## src/rtl/nibble_serial_addsub_if.sv

```systemverilog
// Bundles the request/result signals of nibble_serial_addsub.
//   master : requester side (drives start, op_sub, a and b; receives status and result)
//   slave  : engine side (receives the request; drives busy, done, result and flags)
interface nibble_serial_addsub_if #(
   parameter int unsigned WIDTH = 16
);
   logic             start;
   logic             op_sub;
   logic [WIDTH-1:0] a;
   logic [WIDTH-1:0] b;
   logic             busy;
   logic             done;
   logic [WIDTH-1:0] result;
   logic             carry_out;
   logic             overflow;

   modport master (
      output start, op_sub, a, b,
      input  busy, done, result, carry_out, overflow
   );

   modport slave (
      input  start, op_sub, a, b,
      output busy, done, result, carry_out, overflow
   );
endinterface

```

## src/rtl/nibble_serial_addsub.sv

```systemverilog
// Multi-word add/subtract engine that processes one nibble per clock, least
// significant nibble first. The carry is chained from nibble to nibble through
// a register. Subtraction is computed as a + ~b + 1.
// Ports:
//   clk   : rising-edge clock
//   rst_n : asynchronous active-low reset
//   bus   : slave modport; start/op_sub/a/b are sampled together, then busy,
//           a one-cycle done pulse, result, carry_out (sub: 1 = no borrow) and
//           the signed overflow flag are returned
module nibble_serial_addsub #(
   parameter int unsigned WIDTH = 16
) (
   input logic                  clk,
   input logic                  rst_n,
   nibble_serial_addsub_if.slave bus
);

   localparam int unsigned NIBBLES = WIDTH / 4;
   localparam int unsigned CntW    = $clog2(NIBBLES);
   localparam int unsigned Msb     = WIDTH - 1;

   typedef enum logic [1:0] {StIdle, StRun, StDone} state_e;

   state_e           state_q;
   logic [WIDTH-1:0] a_q;
   logic [WIDTH-1:0] b_q;          // already inverted when subtracting
   logic [CntW-1:0]  cnt_q;
   logic             carry_q;
   logic [WIDTH-1:0] part_q;
   logic [WIDTH-1:0] result_q;
   logic             carry_out_q;
   logic             overflow_q;
   logic             busy_q;
   logic             done_q;

   // One 4-bit slice working on the nibble selected by the counter.
   logic [3:0]       a_nib;
   logic [3:0]       b_nib;
   logic [4:0]       nib_sum;
   logic [WIDTH-1:0] part_d;
   logic             last_nib;

   always_comb begin
      a_nib    = a_q[{cnt_q, 2'b00} +: 4];
      b_nib    = b_q[{cnt_q, 2'b00} +: 4];
      nib_sum  = {1'b0, a_nib} + {1'b0, b_nib} + {4'b0000, carry_q};
      part_d   = part_q;
      part_d[{cnt_q, 2'b00} +: 4] = nib_sum[3:0];
      last_nib = (cnt_q == CntW'(NIBBLES - 1));
   end

   always_ff @(posedge clk or negedge rst_n) begin
      if (!rst_n) begin
         state_q     <= StIdle;
         a_q         <= '0;
         b_q         <= '0;
         cnt_q       <= '0;
         carry_q     <= 1'b0;
         part_q      <= '0;
         result_q    <= '0;
         carry_out_q <= 1'b0;
         overflow_q  <= 1'b0;
         busy_q      <= 1'b0;
         done_q      <= 1'b0;
      end else begin
         done_q <= 1'b0;
         unique case (state_q)
            StIdle, StDone: begin
               if (bus.start) begin
                  a_q     <= bus.a;
                  b_q     <= bus.op_sub ? ~bus.b : bus.b;
                  carry_q <= bus.op_sub;   // the +1 of two's-complement negation
                  cnt_q   <= '0;
                  busy_q  <= 1'b1;
                  state_q <= StRun;
               end else begin
                  state_q <= StIdle;
               end
            end
            StRun: begin
               // start is deliberately not looked at here: requests during a run are dropped
               part_q  <= part_d;
               carry_q <= nib_sum[4];
               cnt_q   <= cnt_q + CntW'(1);
               if (last_nib) begin
                  result_q    <= part_d;
                  carry_out_q <= nib_sum[4];
                  overflow_q  <= (a_q[Msb] == b_q[Msb]) && (part_d[Msb] != a_q[Msb]);
                  busy_q      <= 1'b0;
                  done_q      <= 1'b1;
                  state_q     <= StDone;
               end
            end
            default: state_q <= StIdle;
         endcase
      end
   end

   assign bus.busy      = busy_q;
   assign bus.done      = done_q;
   assign bus.result    = result_q;
   assign bus.carry_out = carry_out_q;
   assign bus.overflow  = overflow_q;

endmodule

```

## src/flat_wrapper.sv

```systemverilog
// flat-port wrapper written by rule: the top's interface ports become plain ports
module nibble_serial_addsub_flat 
#(
   parameter int unsigned WIDTH = 16
)
  (clk, rst_n, bus_start, bus_op_sub, bus_a, bus_b, bus_busy, bus_done, bus_result, bus_carry_out, bus_overflow);
  nibble_serial_addsub_if #(.WIDTH(WIDTH)) bus_i ();
  input logic clk;
  input logic rst_n;
  input wire logic [$bits(bus_i.start)-1:0] bus_start;
  input wire logic [$bits(bus_i.op_sub)-1:0] bus_op_sub;
  input wire logic [$bits(bus_i.a)-1:0] bus_a;
  input wire logic [$bits(bus_i.b)-1:0] bus_b;
  output wire logic [$bits(bus_i.busy)-1:0] bus_busy;
  output wire logic [$bits(bus_i.done)-1:0] bus_done;
  output wire logic [$bits(bus_i.result)-1:0] bus_result;
  output wire logic [$bits(bus_i.carry_out)-1:0] bus_carry_out;
  output wire logic [$bits(bus_i.overflow)-1:0] bus_overflow;
  assign bus_i.start = bus_start;
  assign bus_i.op_sub = bus_op_sub;
  assign bus_i.a = bus_a;
  assign bus_i.b = bus_b;
  assign bus_busy = bus_i.busy;
  assign bus_done = bus_i.done;
  assign bus_result = bus_i.result;
  assign bus_carry_out = bus_i.carry_out;
  assign bus_overflow = bus_i.overflow;
  nibble_serial_addsub #(.WIDTH(WIDTH)) u_core (.clk(clk), .rst_n(rst_n), .bus(bus_i));
endmodule
```

## config.mk

```make
export PLATFORM = sky130hd
export DESIGN_NAME = nibble_serial_addsub_flat
export DESIGN_NICKNAME = d
export VERILOG_FILES = /design/src/rtl/nibble_serial_addsub_if.sv /design/src/rtl/nibble_serial_addsub.sv /design/src/flat_wrapper.sv
export SDC_FILE = /design/constraint.sdc
export NUM_CORES = 1
export LEC_CHECK = 0
export CAP_MARGIN = 10
export CORE_UTILIZATION = 35
export CTS_BUF_LIST = sky130_fd_sc_hd__clkbuf_4 sky130_fd_sc_hd__clkbuf_8
export CTS_CLUSTER_DIAMETER = 60
export CTS_CLUSTER_SIZE = 10
export DETAILED_ROUTE_END_ITERATION = 16
export MAX_ROUTING_LAYER = met4
export PLACE_DENSITY = 0.59
export SLEW_MARGIN = 20
export SYNTH_ARGS = -nofsm -noshare
export SYNTH_HDL_FRONTEND = slang
export SYNTH_SLANG_ARGS = --single-unit
export TNS_END_PERCENT = 1
```

## constraint.sdc

```tcl
create_clock -name clk -period 3.9 [get_ports clk]
set_input_delay 0.39 -clock clk [delete_from_list [all_inputs] [get_ports clk]]
set_output_delay 0.39 -clock clk [all_outputs]
set_load 0.02 [all_outputs]
```

# --- Yosys cells after proc, flatten, opt, wreduce, memory -nomap -nowiden ---
# Index checks and enable logic that the tools add are counted.
word_totals:
  ff_bits: 73
  latchBits: 0
  mem_bits_rw: 0
  mem_bits_ro: 0
  output_inout_bits: 20
  word_cells: 49
  n_memories: 0
classes:
  addsub: 4
  mul: 0
  div: 0
  order_cmp: 0
  eq_ne: 7
  shifts: 4
  mux: 14
  bitwise_logic: 1
  reduce_logical: 8
op_table:
  columns: ["op", "n"]
  rows:
  - ["variable part select 16 x 5 -> 4 bit", 2]
  - ["bitwise mux 16 bit", 1]
  - ["two-way mux 16 bit", 1]
  - ["NOT 16 bit", 1]
  - ["variable shift 4 x 6 -> 16 bit, first input constant", 1]
  - ["variable part select 4 x 6 -> 16 bit", 1]
  - ["case mux 2 bit (2 select lines)", 2]
  - ["two-way mux 1 bit", 6]
  - ["negator 4 -> 6 bit", 1]
  - ["AND reduction 2 bit", 3]
  - ["adder 4 x 4 -> 5 bit", 1]
  - ["adder 5 x 1 -> 5 bit", 1]
  - ["equality test 2 bit, second input constant", 2]
  - ["two-way mux 2 bit", 2]
  - ["case mux 1 bit (2 select lines)", 2]
  - ["AND reduction 3 bit", 1]
  - ["adder 2 x 1 -> 2 bit, second input constant", 1]
  - ["equality test 2 x 1 -> 1 bit, second input constant", 1]
  - ["zero test 2 bit", 1]
  - ["!= test 2 x 1 -> 1 bit, second input constant", 1]
  - ["!= test 2 bit, second input constant", 1]
  - ["nonzero test 2 bit", 1]
  - ["OR reduction 2 bit", 1]
  - ["equality test 1 bit", 1]
  - ["2 further kinds", 2]

# --- Logic depth before layout (Yosys ltp) ---
# Gate-level depths: netlist of run 1.
logic_depth:
  depth_word: 7
  ltp_mapped: 10
  mapped_depth_nobuf: 8

# --- Least setup slack after synthesis of run 1 ---
# OpenSTA, ideal clock, no wires.
synth_timing:
  path_kind: "register -> register"
  start: "register u_core.cnt_q[0]"
  end: "register u_core.part_q[14]"
  t_arrival_ns: 2.621
  slack_ns: 1.158
  path_stages_with_launch: 10
  n_path_buf: 2
  path_cell_list: "dfrtp_1 buf_2 buf_2 mux4_2 fa_1 inv_1 fa_1 xnor2_1 and2_1 a22o_2"
synth_via:
  elab_chain_cells: 5
  elab_cells_between_ends: 8
  classes_between: "3 x add/sub; 4 x shift; 1 x mux"
synth_rtl:
  columns: ["item", "line_no", "source"]
  rows:
  - ["start: declaration", "nibble_serial_addsub.sv:27", "logic [CntW-1:0] cnt_q;"]
  - ["start signal: assignment", "nibble_serial_addsub.sv:84", "cnt_q <= cnt_q + CntW'(1);"]
  - ["variable part select 16 x 5 -> 4 bit, on equally long branches", "nibble_serial_addsub.sv:44, nibble_serial_addsub.sv:45", null]
  - ["adder 4 x 4 -> 5 bit", "nibble_serial_addsub.sv:46", "nib_sum = {1'b0, a_nib} + {1'b0, b_nib} + {4'b0000, carry_q};"]
  - ["adder 5 x 1 -> 5 bit", "nibble_serial_addsub.sv:46", null]
  - ["variable part select 4 x 6 -> 16 bit", "nibble_serial_addsub.sv:48", "part_d[{cnt_q, 2'b00} +: 4] = nib_sum[3:0];"]
  - ["bitwise mux 16 bit (*)", "nibble_serial_addsub.sv:48", null]
  - ["end signal: assignment", "nibble_serial_addsub.sv:82", "part_q <= part_d;"]
  - ["end: declaration", "nibble_serial_addsub.sv:29", "logic [WIDTH-1:0] part_q;"]
# Mark *: on every way between the ends. The rest lies on a longest branch, timed or not.
# A chain may end at the register's enable or synchronous reset.

# --- Worst setup path in the final report of run 1 ---
# Same ends and word-level chain as after synthesis.

==> out/qor.csv, run 1 <==
stage;metric;value;unit
outcome;status;finished, final reports clean;
clocking;cts_tree;yes;
final_layout;final_cell_area;0.00435;mm²
placement;io_buffers;55;
setup_path;regToRegStartpoint;u_core.cnt_q[0]$_DFFE_PN0P_;
sta;period_needed;3.05;ns
synth;synth_cell_types;39;
setup_path;cp.arrival;3.28;ns
placement;gp_congestion;0.823;
clocking;cts_buffer_depth;2;
sta;relSlewSlack;0.376;
power_and_ir_drop;p_per_area;839;mW/mm²
power_and_ir_drop;p_seq_frac;0.361;
synth;synthCells;337;
global_routing;gr-usage-met2;0.269;
power_and_ir_drop;peakVddDrop;0.320;mV
setup_path;crit_type;register to register;
power_and_ir_drop;total_leakage_power;1.91;nW
power_and_ir_drop;p_comb_frac;0.497;
setup_path;crit_chain;mux4_2 > fa_1 > inv_1 > fa_1 > xnor2_1 > and2_1 > a22o_2;
synth;syn-num-nets;384;
synth;ys_ff_latch;73;
synth;ys_warn_count;0;
setup_path;worstSetupStartpointType;register;
global_routing;grt_pass1_wl;12800;µm
synth;syn_area_per_cell;10.4;µm²
sta;hold_viol;0;
drt;vias_per_cell;4.79;
setup_path;critPathMaxStageDelay;0.92;ns
clocking;root_buffer;clkbuf_8;
clocking;cts_resized;0;
drt;wire_per_inst;14.1;µm
global_routing;met3_usage;0.0376;
final_layout;syn_to_final_growth;24.5;%
sta;max_freq;328;MHz
power_and_ir_drop;clkPwrFrac;0.142;
global_routing;use_met1;0.211;
clocking;clkTransAtPathRegs;0.07;ns
die;io_pins;56;
power_and_ir_drop;switchingPower;1.54;mW
clocking;htree_levels;3;
setup_path;crit_family;flip-flops;
global_routing;grt_max_degree;51;
die;fp.dieW;102;µm
final_layout;final_common_cell;nand2_1;
clocking;cts_setup_buffers;0;
placement;placed_cell_area;0.00417;mm²
clocking;hold_buffers;0;
job;cap_violations;0;
final_layout;fin_util;0.447;
sta;setup_tns;0;ns
drt;routed_wl;7430;µm
final_layout;layout-drive-gt1-share;0.0911;
setup_path;critPathSlowestCell;dfrtp_1;
final_layout;final_cell_mix;88 x nand2_1, 73 x dfrtp_1, 54 x clkdlybuf4s50_1;
die;dieHeight;102;µm
drt;drtIter0Drc;74;
sta;hold_ws;0.0329;ns
final_layout;nFillCells;961;
placement;dpl.hpwl;5340;µm
drt;ant_nets;0;
setup_path;cp_data_required_time;4.13;ns
setup_path;path_common_cell;fa_1;
global_routing;grtUsageTotal;0.169;
global_routing;grt-busiest-layer;met2;
drt;drc_errors;0;
setup_path;r2r-end;u_core.part_q[14]$_DFFE_PN0P_;
final_layout;antenna_cells;0;
setup_path;rrSetupSlack;0.85;ns
synth;synth_area;0.00349;mm²
global_routing;grt_pass1_vias;2510;
drt;drt_first_pass_iters;4;
die;coreArea;0.00973;mm²
die;rows;36;
die;die_area;0.0104;mm²
global_routing;grt_overflow;0;
setup_path;critPathBufInv;1;
clocking;clock_latency;0.34;ns
global_routing;antenna_found_initial;0;
sta;setup_violations;0;
synth;synth-main-ff-cell;dfrtp_1;
setup_path;critPathCaptureType;register;
sta;rsz0062_at_grt;false;
sta;worst_slew_pin_slew;0.932;ns
power_and_ir_drop;internal_power;2.10;mW
die;start_util;0.359;
final_layout;fin_nets;437;
sta;post-route-period-util;0.783;
sta;slew_violations;0;
clocking;cts_sinks;73;
drt;vias;2527;
power_and_ir_drop;p_sw_frac;0.423;
clocking;numCtsBuffers;9;
setup_path;rr_worst_depth;7;
synth;synth-edff-count;0;
sta;clock_skew;0.0102;ns
synth;async_reset_ff_frac;1.00;
worst_hold_path;hp-class;input pin to async pin;
setup_path;crit_path_max_fanout;19;
synth;ys_seq_area_frac;0.523;
power groups by stage:
stage / Combinational (mW) / Sequential (mW) / Clock, mW
finish: 1.81 / 1.32 / 0.519
global route: 2.02 / 1.37 / 0.569
CTS: 1.82 / 1.32 / 0.535
detailed placement: 1.82 / 1.34 / 0
global placement: 1.77 / 1.33 / 0
floorplan: 1.24 / 1.32 / 0
routing by layer:
metal  share of wire  vias up
met5               0        -
met4           0.020        0
met3           0.045       12
met2            0.48       68
met1            0.46     1187
li1                -     1260
per-stage QoR:
| stage | setup slack [ns] | power, mW | cells |
|---|---|---|---|
| floorplan | 1.16 | 2.56 | 337 |
| global placement | 0.944 | 3.10 | 512 |
| detailed placement | 0.841 | 3.16 | 512 |
| CTS | 0.833 | 3.68 | 528 |
| finish | 0.847 | 3.65 | 528 |
| global route | 0.596 | 3.97 | 528 |
sequential cells by signal, indices dropped and copies added (netlist names):
signal,flops
u_core.a_q,16
u_core.b_q,16
u_core.bus.result,16
u_core.part_q,16
u_core.cnt_q,2
u_core.state_q,2
u_core.bus.busy,1
u_core.bus.carry_out,1
u_core.bus.done,1
u_core.bus.overflow,1
u_core.carry_q,1
cells by family (layout without fill, tap and decap cells):
| group | count (synthesis) | count (layout) | synth area share |
|---|---|---|---|
| simple gates | 122 | 122 | 0.166 |
| compound gates | 76 | 76 | 0.139 |
| flops | 73 | 73 | 0.523 |
| buf+inv | 30 | 88 | 0.0340 |
| xor+xnor | 17 | 17 | 0.0426 |
| fa+ha+maj | 11 | 11 | 0.0437 |
| mux | 8 | 8 | 0.0516 |
final cells by class:
class                      instances  area (µm²)  area share
inverter                          12        45.0      0.0104
sequential                        73        1830       0.420
multi-input combinational        234        1550       0.356
clock buffer                      10         131      0.0302
timing repair buffer              60         586       0.135
clock inverter                     6        45.0      0.0104
tap                              133         166      0.0383
synthesized netlist by cell type (4+ instances only):
cell type	n	area share
a21oi_1	11	0.016
ha_1	9	0.032
xnor2_1	17	0.043
nor2b_1	12	0.021
dfrtp_1	73	0.52
a32o_1	7	0.020
a22o_1	8	0.020
nor2_1	5	0.0054
a22oi_1	4	0.0086
o21ai_0	36	0.052
mux4_2	8	0.052
nand2_1	88	0.095
clkbuf_1	12	0.013
buf_2	5	0.0072
inv_1	11	0.012
worst max-delay path by stage:
stage / startpoint / end / slack, ns / cells past startpoint
floorplan: u_core.cnt_q[0]$_DFFE_PN0P_ / u_core.part_q[14]$_DFFE_PN0P_ / 1.16 / 9
global placement: u_core.cnt_q[0]$_DFFE_PN0P_ / u_core.part_q[14]$_DFFE_PN0P_ / 0.94 / 7
detailed placement: u_core.cnt_q[0]$_DFFE_PN0P_ / u_core.part_q[14]$_DFFE_PN0P_ / 0.84 / 7
CTS: u_core.cnt_q[0]$_DFFE_PN0P_ / u_core.part_q[14]$_DFFE_PN0P_ / 0.83 / 7
global route: u_core.cnt_q[0]$_DFFE_PN0P_ / u_core.bus.overflow$_DFFE_PN0P_ / 0.60 / 6
finish: u_core.cnt_q[0]$_DFFE_PN0P_ / u_core.part_q[14]$_DFFE_PN0P_ / 0.85 / 7
No activity file was read; power rests on OpenSTA's default activity.
==> inputs of run 2 (changes only) <==
--- a/config.mk
+++ b/config.mk
@@ -12,7 +12,7 @@
 export CTS_CLUSTER_SIZE = 10
 export DETAILED_ROUTE_END_ITERATION = 16
 export MAX_ROUTING_LAYER = met4
-export PLACE_DENSITY = 0.59
+export PLACE_DENSITY = 0.61
 export SLEW_MARGIN = 20
 export SYNTH_ARGS = -nofsm -noshare
 export SYNTH_HDL_FRONTEND = slang
==> constraint.sdc (replaced) <==
create_clock -name clk -period 2.6 [get_ports clk]
set_input_delay 0.26 -clock clk [delete_from_list [all_inputs] [get_ports clk]]
set_output_delay 0.26 -clock clk [all_outputs]
set_load 0.02 [all_outputs]
==> out/qor.csv, run 2 (synthesized netlist as in run 1, its figures left out) <==
stage;metric;value;unit;change
setup_path;cp_data_required_time;2.86;ns;-1.27 ns
final_layout;final_cell_area;0.00448;mm²;+3.1%
drt;drtIter0Drc;50;;-32%
sta;post-route-period-util;0.945;;+0.162
die;fp.dieW;102;µm;unchanged
setup_path;crit_type;register to register;;
setup_path;critPathSlowestCell;mux4_2;;
setup_path;regToRegStartpoint;u_core.cnt_q[0]$_DFFE_PN0P_;;
sta;relSlewSlack;0.534;;+0.157
worst_hold_path;hp-class;input pin to register;;
sta;setup_tns;0;ns;unchanged
setup_path;r2r-end;u_core.bus.overflow$_DFFE_PN0P_;;
final_layout;final_common_cell;nand2_1;;
final_layout;fin_nets;444;;+1.6%
global_routing;antenna_found_initial;0;;unchanged
placement;placed_cell_area;0.00424;mm²;+1.7%
sta;hold_ws;0.432;ns;+0.399 ns
sta;fin_ws;0.143;ns;-0.704 ns
die;start_util;0.359;;unchanged
clocking;root_buffer;clkbuf_8;;
final_layout;nFillCells;972;;+1.1%
sta;rsz0062_at_grt;false;;
setup_path;rr_worst_depth;7;;unchanged
clocking;clock_latency;0.35;ns;about the same
clocking;cts_tree;yes;;
sta;clock_skew;0.00956;ns;-0.000613 ns
job;cap_violations;0;;unchanged
placement;dpl.hpwl;5460;µm;+2.3%
clocking;numCtsBuffers;9;;unchanged
setup_path;rrSetupSlack;0.14;ns;-0.70 ns
power_and_ir_drop;p_per_area;1310;mW/mm²;+56%
die;dieHeight;102;µm;unchanged
power_and_ir_drop;power;5.86;mW;+61%
drt;drt_first_pass_iters;4;;unchanged
final_layout;syn_to_final_growth;28.3;%;
sta;setup_violations;0;;unchanged
global_routing;grt_pass1_wl;12600;µm;-1.2%
drt;ant_nets;0;;unchanged
setup_path;crit_path_max_fanout;13;;-6
die;die_area;0.0104;mm²;unchanged
sta;worst_slew_pin_slew;0.700;ns;-0.233 ns
sta;slew_violations;0;;unchanged
sta;period_needed;2.46;ns;-0.596 ns
setup_path;critPathBufInv;1;;unchanged
setup_path;critPathMaxStageDelay;0.55;ns;-0.37 ns
clocking;clkTransAtPathRegs;0.08;ns;about the same
drt;routed_wl;7430;µm;about the same
global_routing;grtUsageTotal;0.166;;-0.00294
setup_path;critical_path.endpoint;u_core.bus.overflow$_DFFE_PN0P_;;
global_routing;grt_max_degree;51;;unchanged
drt;vias;2526;;-0.040%
setup_path;crit_family;simple AND/OR/NAND/NOR gates;;
setup_path;cp.depth;7;;unchanged
placement;dp_slack;0.0786;ns;-0.762 ns
sta;max_freq;407;MHz;+24%
drt;drc_errors;0;;unchanged
die;coreArea;0.00973;mm²;unchanged
worst_hold_path;hold_depth;3;;
die;rows;36;;unchanged
placement;io_buffers;55;;unchanged
setup_path;crit_chain;buf_4 > mux4_2 > ha_1 > nand3_1 > and4_4 > or3_1 > a31oi_1;;
final_layout;antenna_cells;0;;unchanged
worst_hold_path;min-delay-start;bus_a[12];;
outcome;status;finished, final reports clean;;
drt;vias_per_cell;4.73;;-1.2%
clocking;cts_buffer_depth;2;;unchanged
setup_path;worstSetupStartpointType;register;;
global_routing;grt_overflow;0;;unchanged
setup_path;cp.arrival;2.72;ns;-0.56 ns
setup_path;critPathCaptureType;register;;
sta;hold_viol;0;;unchanged
power_and_ir_drop;total_leakage_power;1.98;nW;+3.4%
power_and_ir_drop;peakVddDrop;0.538;mV;+68%
final_layout;final_cell_mix;88 x nand2_1, 73 x dfrtp_1, 54 x clkdlybuf4s50_1;;
setup_path;startpoint;u_core.cnt_q[0]$_DFFE_PN0P_;;
final_layout;layout-drive-gt1-share;0.112;;+0.0211
clocking;cts_sinks;73;;unchanged
die;io_pins;56;;unchanged
clocking;htree_levels;3;;unchanged
global_routing;grt_pass1_vias;2603;;+3.7%
clocking;cts_setup_buffers;0;;unchanged
placement;gp_congestion;0.869;;+5.6%
drt;wire_per_inst;13.9;µm;-1.2%
[run 2: worst min-delay path, cell delays in order]
cell,delay (ns)
clkdlybuf4s50_1,0.40
nand2_1,0.05
nand2_1,0.04
[run 2: area by class of cell]
cell class | count | area (µm²) | area share
clock inverter | 5 | 80.1 | 0.0179
multi-input combinational | 234 | 1570 | 0.349
timing repair buffer | 67 | 663 | 0.148
sequential | 73 | 1830 | 0.407
inverter | 12 | 45.0 | 0.0100
tap | 133 | 166 | 0.0371
clock buffer | 10 | 138 | 0.0307
[run 2: metal layers]
metal  track usage  wire (µm)  vias up
met1         0.198       3260     1189
met4        0.0363         14        0
li1              -          -     1271
met2         0.278       3850       64
met3        0.0492        293        2
met5             -          0        -
[run 2: worst min path at each step]
stage	endpoint	slack [ns]
6_report	u_core.a_q[12]$_DFFE_PN0P_	0.43
5_1_grt	u_core.a_q[14]$_DFFE_PN0P_	0.42
4_1_cts	u_core.a_q[12]$_DFFE_PN0P_	0.41
3_5_place_dp	u_core.bus.result[0]$_DFFE_PN0P_	0.35
3_3_place_gp	u_core.bus.result[0]$_DFFE_PN0P_	0.34
2_1_floorplan	u_core.a_q[0]$_DFFE_PN0P_	-0.04
[run 2: timing repair]
item,4_1_cts,5_1_grt
hold buffers,1,0
setup endpoints to repair,0,13
gates resized for setup,0,7
endpoints found under the hold margin,30,0
[run 2: per-stage QoR]
| step | cells | util |
|---|---|---|
| final | 534 | 0.461 |
| after global placement | 518 | 0.436 |
| after detailed placement | 518 | 0.436 |
| after floorplan | 337 | - |
| after global routing | 534 | 0.461 |
| after CTS | 534 | 0.459 |
[run 2: report_power, final]
group          internal [mW]  switching [mW]  leakage, nW
logic                   1.33            1.64        0.934
clock network          0.559           0.412        0.104
registers               1.62           0.313        0.939
total                   3.50            2.36         1.98
==> inputs of run 3 (changes only) <==
--- a/config.mk
+++ b/config.mk
@@ -6,13 +6,15 @@
 export NUM_CORES = 1
 export LEC_CHECK = 0
 export CAP_MARGIN = 10
-export CORE_UTILIZATION = 35
+export CELL_PAD_IN_SITES_DETAIL_PLACEMENT = 1
+export CELL_PAD_IN_SITES_GLOBAL_PLACEMENT = 2
+export CORE_UTILIZATION = 32
 export CTS_BUF_LIST = sky130_fd_sc_hd__clkbuf_4 sky130_fd_sc_hd__clkbuf_8
 export CTS_CLUSTER_DIAMETER = 60
 export CTS_CLUSTER_SIZE = 10
 export DETAILED_ROUTE_END_ITERATION = 16
 export MAX_ROUTING_LAYER = met4
-export PLACE_DENSITY = 0.61
+export PLACE_DENSITY = 0.81
 export SLEW_MARGIN = 20
 export SYNTH_ARGS = -nofsm -noshare
 export SYNTH_HDL_FRONTEND = slang
==> out/qor.csv, run 3 (synthesized netlist as in run 1, its figures left out) <==
stage;metric;value;unit;change
global_routing;grtUsageTotal;0.162;;-0.00410
drt;routed_wl;8120;µm;+9.3%
final_layout;nFillCells;1208;;+24%
worst_hold_path;min_to;u_core.a_q[12]$_DFFE_PN0P_;;
clocking;clkTransAtPathRegs;0.08;ns;about the same
power_and_ir_drop;clkPwrFrac;0.138;;-0.028
clocking;numCtsBuffers;9;;unchanged
drt;vias;2635;;+4.3%
drt;vias_per_cell;4.84;;+2.4%
setup_path;cp.arrival;2.79;ns;+0.07 ns
sta;slew_violations;0;;unchanged
sta;hold_viol;0;;unchanged
power_and_ir_drop;total_leakage_power;1.98;nW;+0.39%
final_layout;stdcell_count;544;;+1.9%
setup_path;crit_path_max_fanout;7;;-6
drt;drc_errors;0;;unchanged
sta;max_freq;400;MHz;-1.8%
setup_path;worstSetupStartpointType;register;;
final_layout;final_cell_mix;88 x nand2_1, 72 x dfrtp_1, 54 x clkdlybuf4s50_1;;
die;io_pins;56;;unchanged
setup_path;rrSetupSlack;0.1;ns;-0.05 ns
power_and_ir_drop;internal_power;3.39;mW;-3.2%
worst_hold_path;hold_depth;3;;unchanged
power_and_ir_drop;p_per_area;1320;mW/mm²;+0.81%
die;rows;37;;+2.8%
die;dieHeight;107;µm;+4.5%
global_routing;grt_pass1_wl;13500;µm;+7.4%
final_layout;antenna_cells;0;;unchanged
power_and_ir_drop;power;5.91;mW;+0.72%
drt;drt_first_pass_iters;4;;unchanged
final_layout;syn_to_final_growth;28.2;%;about the same
drt;drtIter0Drc;79;;+58%
final_layout;final_common_cell;nand2_1;;
clocking;root_buffer;clkbuf_8;;
sta;period_needed;2.50;ns;+0.0456 ns
die;die_area;0.0113;mm²;+9.2%
global_routing;grt_max_degree;50;;-2.0%
die;start_util;0.334;;-0.0252
placement;io_buffers;55;;unchanged
clocking;cts_sinks;73;;unchanged
worst_hold_path;hp-class;input pin to register;;
worst_hold_path;min-delay-start;bus_a[12];;
drt;wire_per_inst;14.9;µm;+7.3%
global_routing;grt_pass1_vias;2681;;+3.0%
placement;gp_congestion;0.784;;-9.7%
setup_path;crit_type;register to register;;
sta;relSlewSlack;0.584;;+0.0500
clocking;clock_latency;0.36;ns;about the same
setup_path;cp_data_required_time;2.89;ns;+0.03 ns
sta;hold_ws;0.429;ns;-0.00252 ns
outcome;status;finished, final reports clean;;
power_and_ir_drop;switchingPower;2.52;mW;+6.5%
clocking;cts_buffer_depth;2;;unchanged
die;fp.dieW;107;µm;+4.5%
sta;worst_slew_pin_slew;0.625;ns;-0.0750 ns
clocking;htree_levels;3;;unchanged
setup_path;r2r-end;u_core.part_q[5]$_DFFE_PN0P_;;
sta;post-route-period-util;0.963;;+0.0175
power_and_ir_drop;p_comb_frac;0.534;;+0.028
placement;dpl.hpwl;6170;µm;+13%
placement;dp_cells;526;;+1.5%
sta;clock_skew;0.0112;ns;+0.00161 ns
power_and_ir_drop;peakVddDrop;0.573;mV;+6.4%
power_and_ir_drop;p_seq_frac;0.328;;about the same
final_layout;fin_nets;450;;+1.4%
setup_path;critPathCaptureType;register;;
clocking;cts_tree;yes;;
job;cap_violations;0;;unchanged
drt;ant_nets;0;;unchanged
die;coreArea;0.0105;mm²;+7.5%
setup_path;rr_worst_depth;6;;-1
global_routing;grt_overflow;0;;unchanged
power_and_ir_drop;p_sw_frac;0.426;;+0.0232
final_layout;layout-drive-gt1-share;0.132;;+0.0201
setup_path;regToRegStartpoint;u_core.cnt_q[0]$_DFFE_PN0P_;;
global_routing;antenna_found_initial;0;;unchanged
sta;rsz0062_at_grt;true;;
sta;setup_violations;0;;unchanged
run 3: cell count changes in the layout (fill, tap and decap cells not counted), sizes merged:
cell / previous run / this run
bufinv: 2 / 0
inv: 11 / 12
buf: 12 / 18
clkinv: 2 / 4
run 3: cell type report:
class | instances | area (µm²) | share of cell area
Inverter | 12 | 45.0 | 0.0101
Clock inverter | 6 | 42.5 | 0.00949
Multi-Input combinational cell | 234 | 1560 | 0.349
Sequential cell | 73 | 1830 | 0.408
Timing Repair Buffer | 73 | 696 | 0.155
Tap cell | 136 | 170 | 0.0380
Clock buffer | 10 | 138 | 0.0307
run 3: worst max-delay path: stages, from the launching register on:
cell	delay, ns
dfrtp_2	0.49
mux4_2	0.55
fa_1	0.44
inv_1	0.09
fa_1	0.45
nor2_2	0.23
a22o_1	0.19
run 3: worst max path at each step:
stage	startpoint	end	slack [ns]	depth (start not counted)
after floorplan	u_core.cnt_q[0]$_DFFE_PN0P_	u_core.part_q[14]$_DFFE_PN0P_	0.02	9
after global placement	u_core.cnt_q[0]$_DFFE_PN0P_	u_core.part_q[9]$_DFFE_PN0P_	-0.05	6
after detailed placement	u_core.cnt_q[0]$_DFFE_PN0P_	u_core.part_q[5]$_DFFE_PN0P_	-0.12	6
after CTS	u_core.cnt_q[0]$_DFFE_PN0P_	u_core.part_q[11]$_DFFE_PN0P_	0.04	6
after global routing	u_core.cnt_q[0]$_DFFE_PN0P_	u_core.part_q[15]$_DFFE_PN0P_	-0.02	8
final	u_core.cnt_q[0]$_DFFE_PN0P_	u_core.part_q[5]$_DFFE_PN0P_	0.1	6
run 3: layer usage:
metal | wire length [µm] | global-route usage
met1 | 3750 | 0.197
met2 | 3990 | 0.265
met3 | 234 | 0.0313
met4 | 136 | 0.0646
met5 | 0 | -
run 3: per-stage QoR:
step / cell area, µm² / utilization / setup WS (ns) / setup TNS (ns)
floorplan: 3500 / - / 0.0220 / 0
global placement: 4270 / 0.408 / -0.0496 / -0.278
detailed placement: 4270 / 0.408 / -0.118 / -0.937
CTS: 4460 / 0.427 / 0.0420 / 0
global route: 4480 / 0.428 / -0.0222 / -0.0501
finish: 4480 / 0.428 / 0.0973 / 0
run 3: repair_timing:
item | CTS | global route
setup endpoints to repair | 21 | 18
hold buffers | 1 | 0
pin swaps | 0 | 0
resized for setup | 2 | 5
hold endpoints to repair | 24 | 0
setup buffers | 0 | 1
run 3: power groups by stage:
stage          registers, mW  logic (mW)  clock network [mW]
5_1_grt                 2.01        3.49               0.886
6_report                1.94        3.16               0.814
4_1_cts                 1.95        3.13               0.839
3_3_place_gp            1.95        2.99                   0
2_1_floorplan           1.98        1.87                   0
3_5_place_dp            1.97        3.10                   0
